`config.mk`:
```
export PLATFORM = sky130hd
export DESIGN_NAME = program_loader
export DESIGN_NICKNAME = d
export VERILOG_FILES = /design/src/rtl/program_loader.sv
export SDC_FILE = /design/constraint.sdc
export NUM_CORES = 1
export LEC_CHECK = 0
export ABC_AREA = 1
export CELL_PAD_IN_SITES_DETAIL_PLACEMENT = 0
export CELL_PAD_IN_SITES_GLOBAL_PLACEMENT = 2
export CORE_MARGIN = 4
export CORE_UTILIZATION = 43
export CTS_CLUSTER_DIAMETER = 100
export CTS_CLUSTER_SIZE = 25
export DETAILED_ROUTE_END_ITERATION = 7
export PLACE_DENSITY_LB_ADDON = 0.1
export SLEW_MARGIN = 20
export SYNTH_ARGS = -nofsm -noshare
export SYNTH_HDL_FRONTEND = slang
export SYNTH_SLANG_ARGS = --single-unit
export TNS_END_PERCENT = 10
```
`constraint.sdc`:
```
create_clock -name clk -period 13.7 [get_ports clk]
set_input_delay 2.74 -clock clk [delete_from_list [all_inputs] [get_ports clk]]
set_output_delay 2.74 -clock clk [all_outputs]
set_load 0.05 [all_outputs]
```
`src/rtl/program_loader.sv`:
```
// program_loader: writable 4-bit program store for the CPU.
// Clears itself to NOP_OPCODE after reset. It then accepts a program through a
// loadValid/loadReady stream and pads the unwritten tail with NOP_OPCODE.
// The CPU fetch port (addressIn -> dataOut) is combinational.
// Optional feature macro: LOADER_CHECKSUM_EN adds the loadChecksum output
// (running XOR of the beats accepted in the current load).
//
// Handshake: a beat transfers on a rising edge where loadValid && loadReady.
// loadReady is high only in LOAD and only when loadStart is low. A loadStart
// in LOAD restarts the load and takes priority, so a beat offered in that same
// cycle is never acknowledged and is dropped.
module program_loader #(
    parameter int          ADDR_WIDTH = 8,
    parameter logic [3:0]  NOP_OPCODE = 4'b0111
) (
    input  logic                  clk,
    input  logic                  reset,
    input  logic                  loadStart,
    input  logic                  loadValid,
    input  logic [3:0]            loadData,
    input  logic                  loadLast,
    output logic                  loadReady,
    input  logic [ADDR_WIDTH-1:0] addressIn,
    output logic [3:0]            dataOut,
    output logic                  cpuHold,
    output logic                  loadDone,
    output logic [ADDR_WIDTH:0]   programLength,
    output logic                  overflowErr
`ifdef LOADER_CHECKSUM_EN
    ,
    output logic [3:0]            loadChecksum
`endif
);

    localparam int                    DEPTH     = 1 << ADDR_WIDTH;
    localparam logic [ADDR_WIDTH-1:0] LAST_ADDR = '1;
    localparam logic [ADDR_WIDTH:0]   MAX_LEN   = (ADDR_WIDTH+1)'(DEPTH);

    // The state register is a plain internal signal so checkers can bind to it.
    typedef enum logic [1:0] {
        ST_CLEAR = 2'd0,
        ST_IDLE  = 2'd1,
        ST_LOAD  = 2'd2,
        ST_FILL  = 2'd3
    } state_t;

    state_t                state;
    state_t                state_nxt;
    logic [ADDR_WIDTH-1:0] writePtr;
    logic [3:0]            mem [DEPTH];

    logic                  ptr_at_end;
    logic                  accept;
    logic                  wr_en;
    logic [3:0]            wr_data;
    logic                  done_nxt;
    logic                  start_load;

    assign ptr_at_end = (writePtr == LAST_ADDR);
    // loadStart only counts in IDLE and LOAD; CLEAR and FILL ignore it.
    assign start_load = loadStart && ((state == ST_IDLE) || (state == ST_LOAD));

    // Next-state, write-port control and handshake/hold outputs.
    always_comb begin
        state_nxt = state;
        wr_en     = 1'b0;
        wr_data   = NOP_OPCODE;
        cpuHold   = 1'b1;
        loadReady = 1'b0;
        accept    = 1'b0;
        done_nxt  = 1'b0;
        case (state)
            ST_CLEAR: begin
                wr_en = 1'b1;
                if (ptr_at_end) state_nxt = ST_IDLE;
            end
            ST_IDLE: begin
                cpuHold = 1'b0;
                if (loadStart) state_nxt = ST_LOAD;
            end
            ST_LOAD: begin
                loadReady = !loadStart;
                accept    = loadValid && !loadStart;
                if (accept) begin
                    wr_en   = 1'b1;
                    wr_data = loadData;
                    if (loadLast && !ptr_at_end) begin
                        state_nxt = ST_FILL;
                    end else if (ptr_at_end) begin
                        // Either the last beat landed on the final address or
                        // the memory filled up without one; both finish here.
                        state_nxt = ST_IDLE;
                        done_nxt  = 1'b1;
                    end
                end
            end
            ST_FILL: begin
                wr_en = 1'b1;
                if (ptr_at_end) begin
                    state_nxt = ST_IDLE;
                    done_nxt  = 1'b1;
                end
            end
            default: state_nxt = ST_CLEAR;
        endcase
    end

    // State, pointer, length and status registers.
    always_ff @(posedge clk) begin
        if (reset) begin
            state         <= ST_CLEAR;
            writePtr      <= '0;
            loadDone      <= 1'b0;
            programLength <= '0;
            overflowErr   <= 1'b0;
        end else begin
            state    <= state_nxt;
            loadDone <= done_nxt;
            if (start_load) begin
                writePtr      <= '0;
                programLength <= '0;
                overflowErr   <= 1'b0;
            end else begin
                // The pointer wraps to 0 after the last address, ready for IDLE.
                if (wr_en) writePtr <= writePtr + 1'b1;
                if (accept && (programLength != MAX_LEN))
                    programLength <= programLength + 1'b1;
                if (accept && !loadLast && ptr_at_end)
                    overflowErr <= 1'b1;
            end
        end
    end

`ifdef LOADER_CHECKSUM_EN
    // Running XOR of accepted beats; fill writes never contribute.
    always_ff @(posedge clk) begin
        if (reset || start_load) begin
            loadChecksum <= 4'b0000;
        end else if (accept) begin
            loadChecksum <= loadChecksum ^ loadData;
        end
    end
`endif

    // Single write port into the program store.
    always_ff @(posedge clk) begin
        if (wr_en && !reset) begin
            mem[writePtr] <= wr_data;
        end
    end

    // The CPU sees NOP whenever it is held, so stale or unknown data never leaks.
    assign dataOut = cpuHold ? NOP_OPCODE : mem[addressIn];

endmodule

```
* After elaboration in Yosys (flattened, before gate mapping)
Memories as Yosys holds them, arrays and structs flattened. Index checks and enable logic that the tools add are counted.
Cells by class: $add $sub $neg 2, multipliers 0, divide/modulo/power cells 0, $lt $le $gt $ge 0, equality and inequality tests 7, shift-type cells 0, mux-type cells 19, bitwise logic cells 0, reduce and logical (&&, ||, !) cells 16
Operators with widths (count):
- 4-bit 2-to-1 mux | 3
- 9-bit by 1-bit adder with 9-bit output, second input constant | 1
- 1-bit 2-to-1 mux | 9
- 9-bit != test, second input constant | 1
- 8-bit by 1-bit adder with 8-bit output, second input constant | 1
- 8-bit == test, second input constant | 1
- 2-bit 2-to-1 mux | 4
- 1-bit logical AND | 7
- 2-bit one-hot mux with 3 select lines | 1
- 2-bit == test, second input constant | 2
- 1-bit zero test | 4
- 1-bit one-hot mux with 2 select lines | 2
- 2-bit OR reduction | 2
- 2-bit by 1-bit == test with 1-bit output, second input constant | 1
- 2-bit zero test | 1
- 2-bit by 1-bit != test with 1-bit output, second input constant | 1
- 2-bit != test, second input constant | 1
- 2-bit AND reduction | 1
- 1-bit logical OR | 1
Storage, ports and cells: bits in registers 21, bits in latches 0, memory bits (writable) 1024, ROM bits 0, bits of input ports 17, output and inout port bits 17, memories kept 1
Memory list:
- mem | words 256, width 4, rd ports 1, clocked after Yosys merged registers in 0, wr ports 1, line 50 | logic [3:0] mem [DEPTH];

* Logic depth before layout (Yosys ltp)
Gate-level depths: netlist of run 1.
depth in word-level cells 7, depth in mapped cells 13

* Least setup slack after synthesis of run 1
Ideal clock, no wire load.
path kind input to register, from in loadValid, to mem mem[0][3], data pin, library setup time 1391 ps, arrival 8905 ps, path slack 3404 ps, cell stages on the path 4, path buffers 0, cells stage by stage inv_1 > nor2_1 > nand2_1 > nor2_1
On the way: longest elaborated chain between the ends 3
Ends and longest elaborated chain:
- start: declaration | line 19 | input logic loadValid,
- 1-bit logical AND | line 83 | accept = loadValid && !loadStart;
- 4-bit 2-to-1 mux | line 84 | if (accept) begin
- 4-bit 2-to-1 mux | line 72 | case (state)
- net wr_data[3] | line 55 | logic [3:0] wr_data;
- end: declaration | line 50
The timed path passes the listed nets, and every way through them passes these cells.

* Worst setup path in the final report of run 1
from in addressIn[0], to out dataOut[3]
On the way: longest elaborated chain between the ends 2
Ends and longest elaborated chain:
- start: declaration | line 23 | input logic [ADDR_WIDTH-1:0] addressIn,
- memory read 256 x 4 bit
- 4-bit 2-to-1 mux | line 153 | assign dataOut = cpuHold ? NOP_OPCODE : mem[addressIn];
- end: declaration | line 24 | output logic [3:0] dataOut,
No other way between the ends.

==> results.yml, run 1 <==
detailed_routing:
  wl_um: 123100
  via_per_inst: 5.618
  wl_per_cell_um: 24.57
  drc_errors: 0
  initialDrtViolationCount: 2429
  drt.antenna.violating_nets: 0
  dr.pass1.iters: 6
  vias: 28150
synthesis:
  synth_top_family_by_area: "simple AND/OR/NAND/NOR gates"
  synth_cell_types: 32
  synth-main-ff-cell: "edfxtp_1"
  syn_area_um2: 43480
  synth_xor_area_share_pct: 0
  yosys.area_share.adder_pct: 0.3166
  synth_seq_cells: 1045
  synth.avg_cell_area_um2: 11.37
  yosysWarnings: 0
  synthMuxAreaShare_pct: 0
  synth_compound_area_share_pct: 1.004
  syn_nets: 3852
  synthCells: 3824
  synth-edff-count: 1024
  async_reset_ff_share_pct: 0
  synth-simple-area-share_pct: 23.63
  seq_area_frac_synth_pct: 71.69
global_route:
  grt_pass1_vias: 28130
  grt_max_degree: 221
  grt_overflow: 0
  grtUsageTotal_pct: 23.00
  grt_pass1_wl_um: 183600
  antenna_found_initial: 2
sta:
  fin_skew_ps: 20.41
  finalCritPeriodShare_pct: 78.64
  setup-tns-final_ps: 0
  timing.slew.headroom_pct: 25.36
  rsz0062_at_grt: "no"
  worst_pin_slew_ps: 1120
  setup_viol: 0
  period_minus_slack_ps: 10770
  hold_violations: 0
  slew_violations: 0
  clock.fmax_mhz: 92.82
worst_setup_path:
  crit_type: "in2out"
  cp_data_required_time_ps: 10960
  worst_ep_arrival_time_ps: 8030
  cp_max_fo: 117
  endpoint_kind: "output pin"
  cp-start-kind: "primary input"
cells_and_area:
  area_growth_pct: 5.629
  final_cell_mix: "nand2_1, edfxtp_1, nand3_1, nor2_1, clkbuf_16"
  final_common_cell: "nand2_1"
  fin_nets: 3724
  drive_gt1_share_pct: 3.476
  design_area_um2: 45920
floorplanning:
  die_h_um: 326.0
  start_util_pct: 43.41
  ioPinCount: 34
  rows: 116
  die_w_um: 326.0
  die_area_um2: 106300
  core_area_um2: 100100
place:
  place.gp.congestion: 0.8044
  io_buffers: 33
  postPlaceCellArea_um2: 44610
  hpwl_um: 70820
clock_network:
  cts_resized: 0
  cts_buffers: 48
  clkSinkCount: 1045
  clkTransAtPathRegs_ps: 100
  post-cts-setup-buffer-count: 0
  cts_tree: "yes"
  cts.path.max_buffers: 3
  cts_root_buffer: "clkbuf_16"
  htree_num_levels: 2
  clock_latency_ps: 660
  postCtsHoldBufs: 0
power:
  leakage_nw: 16.08
  ir_drop_uv: 100.3
  p_per_area_nw_per_um2: 120.3
hold_path:
  hold_class: "reg2reg"
outcome:
  outcome: "completed"
run:
  drv_cap: 0
power by group:
group	internal (W)	switching, W
Combinational	0.0000918	0.000333
Clock	0.000656	0.000962
Sequential	0.00347	0.00000548
Total	0.00422	0.00130
cells in the mapped netlist (15+ instances only):
| cell type | n | area, um2 |
|---|---|---|
| a21oi_1 | 31 | 155.2 |
| clkbuf_1 | 80 | 300.3 |
| o21ai_0 | 26 | 130.1 |
| nand2_1 | 1126 | 4227 |
| buf_1 | 15 | 56.30 |
| buf_2 | 136 | 680.7 |
| buf_4 | 20 | 150.1 |
| edfxtp_1 | 1024 | 30750 |
| dfxtp_1 | 21 | 420.4 |
| nand3_1 | 943 | 4720 |
| inv_1 | 45 | 168.9 |
| nor2_1 | 282 | 1059 |
logic make-up (layout without fill, tap and decap cells):
group | Yosys count | in the layout
simple gates | 2380 | 2380
compound gates | 81 | 81
buf+inv | 307 | 194
other cells | 0 | 2
fa+ha+maj | 11 | 11
flops | 1045 | 1045
routing by layer:
layer	vias to the layer above	global-route usage (%)	routed length (um)
li1	13110	-	-
met3	137	2.665	6145
met2	720	39.70	60800
met5	-	0	0
met4	0	5.885	3137
met1	14190	31.17	53030
state kept, by name, indices dropped and copies added, names as in the netlist:
| register | flops |
|---|---|
| mem | 1024 |
| overflowErr | 1 |
| state | 2 |
| writePtr | 8 |
| programLength | 9 |
| loadDone | 1 |
worst max-delay path: stages:
cell and delay [ps]:
buf_8 560, buf_4 810, buf_4 900, nand2_1 130
nand3_1 140, nand3_1 90, nand3_1 160, nand2_1 140
nand2_1 280, nand3_1 120, nand3_1 130, nand3_1 200
a21oi_1 540, clkdlybuf4s50_1 910
final timing paths:
check	start	to	slack [ps]	cells after the start
worst min register to register	overflowErr	overflowErr	480	2
worst max-delay path	addressIn[0]	dataOut[3]	2930	14
worst min-delay path	overflowErr	overflowErr	480	2
worst max register to register	state[0]	mem[67][3]	9840	8
cell type report:
| cell class | count | area [um2] |
|---|---|---|
| repair buffers | 81 | 754.5 |
| multi-input cells | 2472 | 10870 |
| diodes | 2 | 5.005 |
| clock buffers | 58 | 1260 |
| well taps | 1298 | 1624 |
| flip-flops and latches | 1045 | 31170 |
| clock inverters | 7 | 46.29 |
| inverters | 48 | 197.7 |
| fillers | 9278 | 54220 |
metrics by stage:
stage / hold WS, ps / power (W) / utilization [%] / instances / setup slack, ps
after global placement: 448.2 / 0.003980 / 44.55 / 4944 / 2992
after CTS: 481.9 / 0.005579 / 45.85 / 5009 / 2960
after global routing: 510.3 / 0.005733 / 45.85 / 5009 / 2537
after detailed placement: 457.1 / 0.003982 / 44.55 / 4944 / 2976
final: 478.9 / 0.005523 / 45.86 / 5011 / 2926
after floorplan: 480.6 / 0.003801 / - / 3824 / 3404
Power figures use the tool's default switching activity.
==> inputs of run 2 (changes only) <==
- CORE_UTILIZATION: 43 -> 39
- clock period: 13.7 -> 9.25 ns (I/O delays scaled with it)
==> run 2 against run 1 <==
Compared with the run above: sequential share of layout area fell by 0.89 points; sequential power rose by 48%; clock skew fell by 6.1 ps; global-route usage fell by 1.4 points; cell count rose by 4.1%; setup slack got worse by 1300 ps; sequential cell count did not move; count of clock-buffer cells in the layout rose by 2; design area rose by 1.3%; non-clock buffer count rose by 11; critical path type unchanged.
==> results.yml, run 2 (synthesized netlist as in run 1, its figures left out) <==
worst_setup_path:
  cp_data_required_time_ps: 7400
  worst_ep_arrival_time_ps: 5790
  slowest_delay_ps: 900
  timing.rr.end: "mem[75][2]"
  critPathSlowestCell: "clkdlybuf4s50_1"
  cp-start-kind: "primary input"
  crit_type: "in2out"
  cpMostUsedCell: "nand3_1"
  cp_max_fo: 137
  r2r_cells: 8
  worstPathCellList: "buf_8 -> inv_8 -> buf_12 -> nand2_1 -> nand3_1 -> nand3_1 -> nand3_1 -> nand3_1 -> nand2_1 -> nand2_1 -> nand3_1 -> nand3_1 -> a21oi_1 -> clkdlybuf4s50_1"
  reg2reg_slack_ps: 5470
  reg2reg_from: "state[0]"
  endpoint_kind: "output pin"
floorplanning:
  start_util_pct: 39.29
  core_area_um2: 110700
  die_area_um2: 116900
  die_h_um: 341.9
  rows: 122
  die_w_um: 341.9
  ioPinCount: 34
global_route:
  antenna_found_initial: 3
  grtUsageTotal_pct: 21.55
  grt_max_degree: 183
  grt_pass1_wl_um: 185500
  grt_overflow: 0
  grt_pass1_vias: 28070
detailed_routing:
  via_per_inst: 5.417
  initialDrtViolationCount: 2445
  vias: 28260
  wl_per_cell_um: 24.51
  drc_errors: 0
  drt.antenna.violating_nets: 0
  dr.pass1.iters: 5
  wl_um: 127900
sta:
  timing.slew.headroom_pct: 32.76
  period_minus_slack_ps: 7638
  setup_viol: 0
  clock.fmax_mhz: 130.9
  holdWs_ps: 490.1
  finalCritPeriodShare_pct: 82.57
  worst_pin_slew_ps: 1009
  setup-tns-final_ps: 0
  layout_setup_ws_ps: 1612
  slew_violations: 0
  rsz0062_at_grt: "no"
  fin_skew_ps: 14.30
  hold_violations: 0
hold_path:
  min_path_cells: 2
  hold_class: "reg2reg"
  min_to: "overflowErr"
  hp-start: "overflowErr"
place:
  hpwl_um: 73890
  place_ws_ps: 1649
  io_buffers: 33
  place.gp.congestion: 0.7981
  placed_cells: 5144
clock_network:
  cts_root_buffer: "clkbuf_16"
  cts_resized: 0
  htree_num_levels: 2
  clock_latency_ps: 680
  cts_tree: "yes"
  cts_buffers: 49
  clkTransAtPathRegs_ps: 100
  post-cts-setup-buffer-count: 0
  postCtsHoldBufs: 0
  cts.path.max_buffers: 3
  clkSinkCount: 1045
cells_and_area:
  final_cell_count_no_fill: 5217
  regMostFlops: "mem"
  largest_reg_flops: 1024
  drive_gt1_share_pct: 3.971
  final_common_cell: "nand2_1"
  reg_top3: "mem (1024), programLength (9), writePtr (8)"
  final_cell_mix: "nand2_1, edfxtp_1, nand3_1, nor2_1, clkbuf_16"
  area_growth_pct: 7.033
  fin_nets: 3736
outcome:
  outcome: "completed"
power:
  ir_drop_uv: 176.6
  leakage_nw: 16.26
  p_per_area_nw_per_um2: 180.0
run:
  drv_cap: 0
==> run 2: routing by layer <==
metal / global-route usage (%) / wire length (um)
met1: 29.63 / 56550
met2: 35.50 / 60140
met3: 2.883 / 6949
met4: 7.231 / 4237
met5: 0 / 7
==> run 2: final cells by class <==
cell class / instances / area [um2]
fill: 10450 / 64130
sequential: 1045 / 31170
multi-input combinational: 2472 / 10880
tap: 1488 / 1862
clock buffer: 60 / 1310
timing repair buffer: 92 / 982.2
inverter: 48 / 197.7
clock inverter: 10 / 126.4
antenna: 2 / 5.005
==> run 2: how the worst max path moves through the flow <==
stage | from | to | slack (ps) | cells past startpoint
after floorplan | loadValid | mem[0][3] | 2600 | 4
after global placement | addressIn[0] | dataOut[3] | 1670 | 14
after detailed placement | addressIn[0] | dataOut[3] | 1650 | 14
after global routing | addressIn[0] | dataOut[3] | 1410 | 14
final | addressIn[0] | dataOut[3] | 1610 | 14
after CTS | addressIn[0] | dataOut[3] | 1630 | 14
==> run 2: where the power goes <==
| part | switching [W] | internal (W) | leakage, nW |
|---|---|---|---|
| Sequential | 0.00000847 | 0.00515 | 10.9 |
| Clock | 0.00149 | 0.00107 | 0.701 |
| Combinational | 0.000514 | 0.000143 | 4.69 |
| Total | 0.00202 | 0.00636 | 16.3 |
==> run 2: metrics by stage <==
step / utilization, % / total power [W] / instance area [um2]
after floorplan: - / 0.005629 / 43480
after global placement: 40.71 / 0.005922 / 45060
after detailed placement: 40.73 / 0.005924 / 45070
after CTS: 42.03 / 0.008460 / 46510
after global routing: 42.04 / 0.008658 / 46530
final: 42.05 / 0.008378 / 46530
==> run 2: critical path, delay by kind of cell <==
kind / cells / cell delay [ps]
AND/OR/NAND/NOR: 9 / 1180
AO/OA/AOI/OAI: 1 / 400
buffers and inverters: 4 / 2150
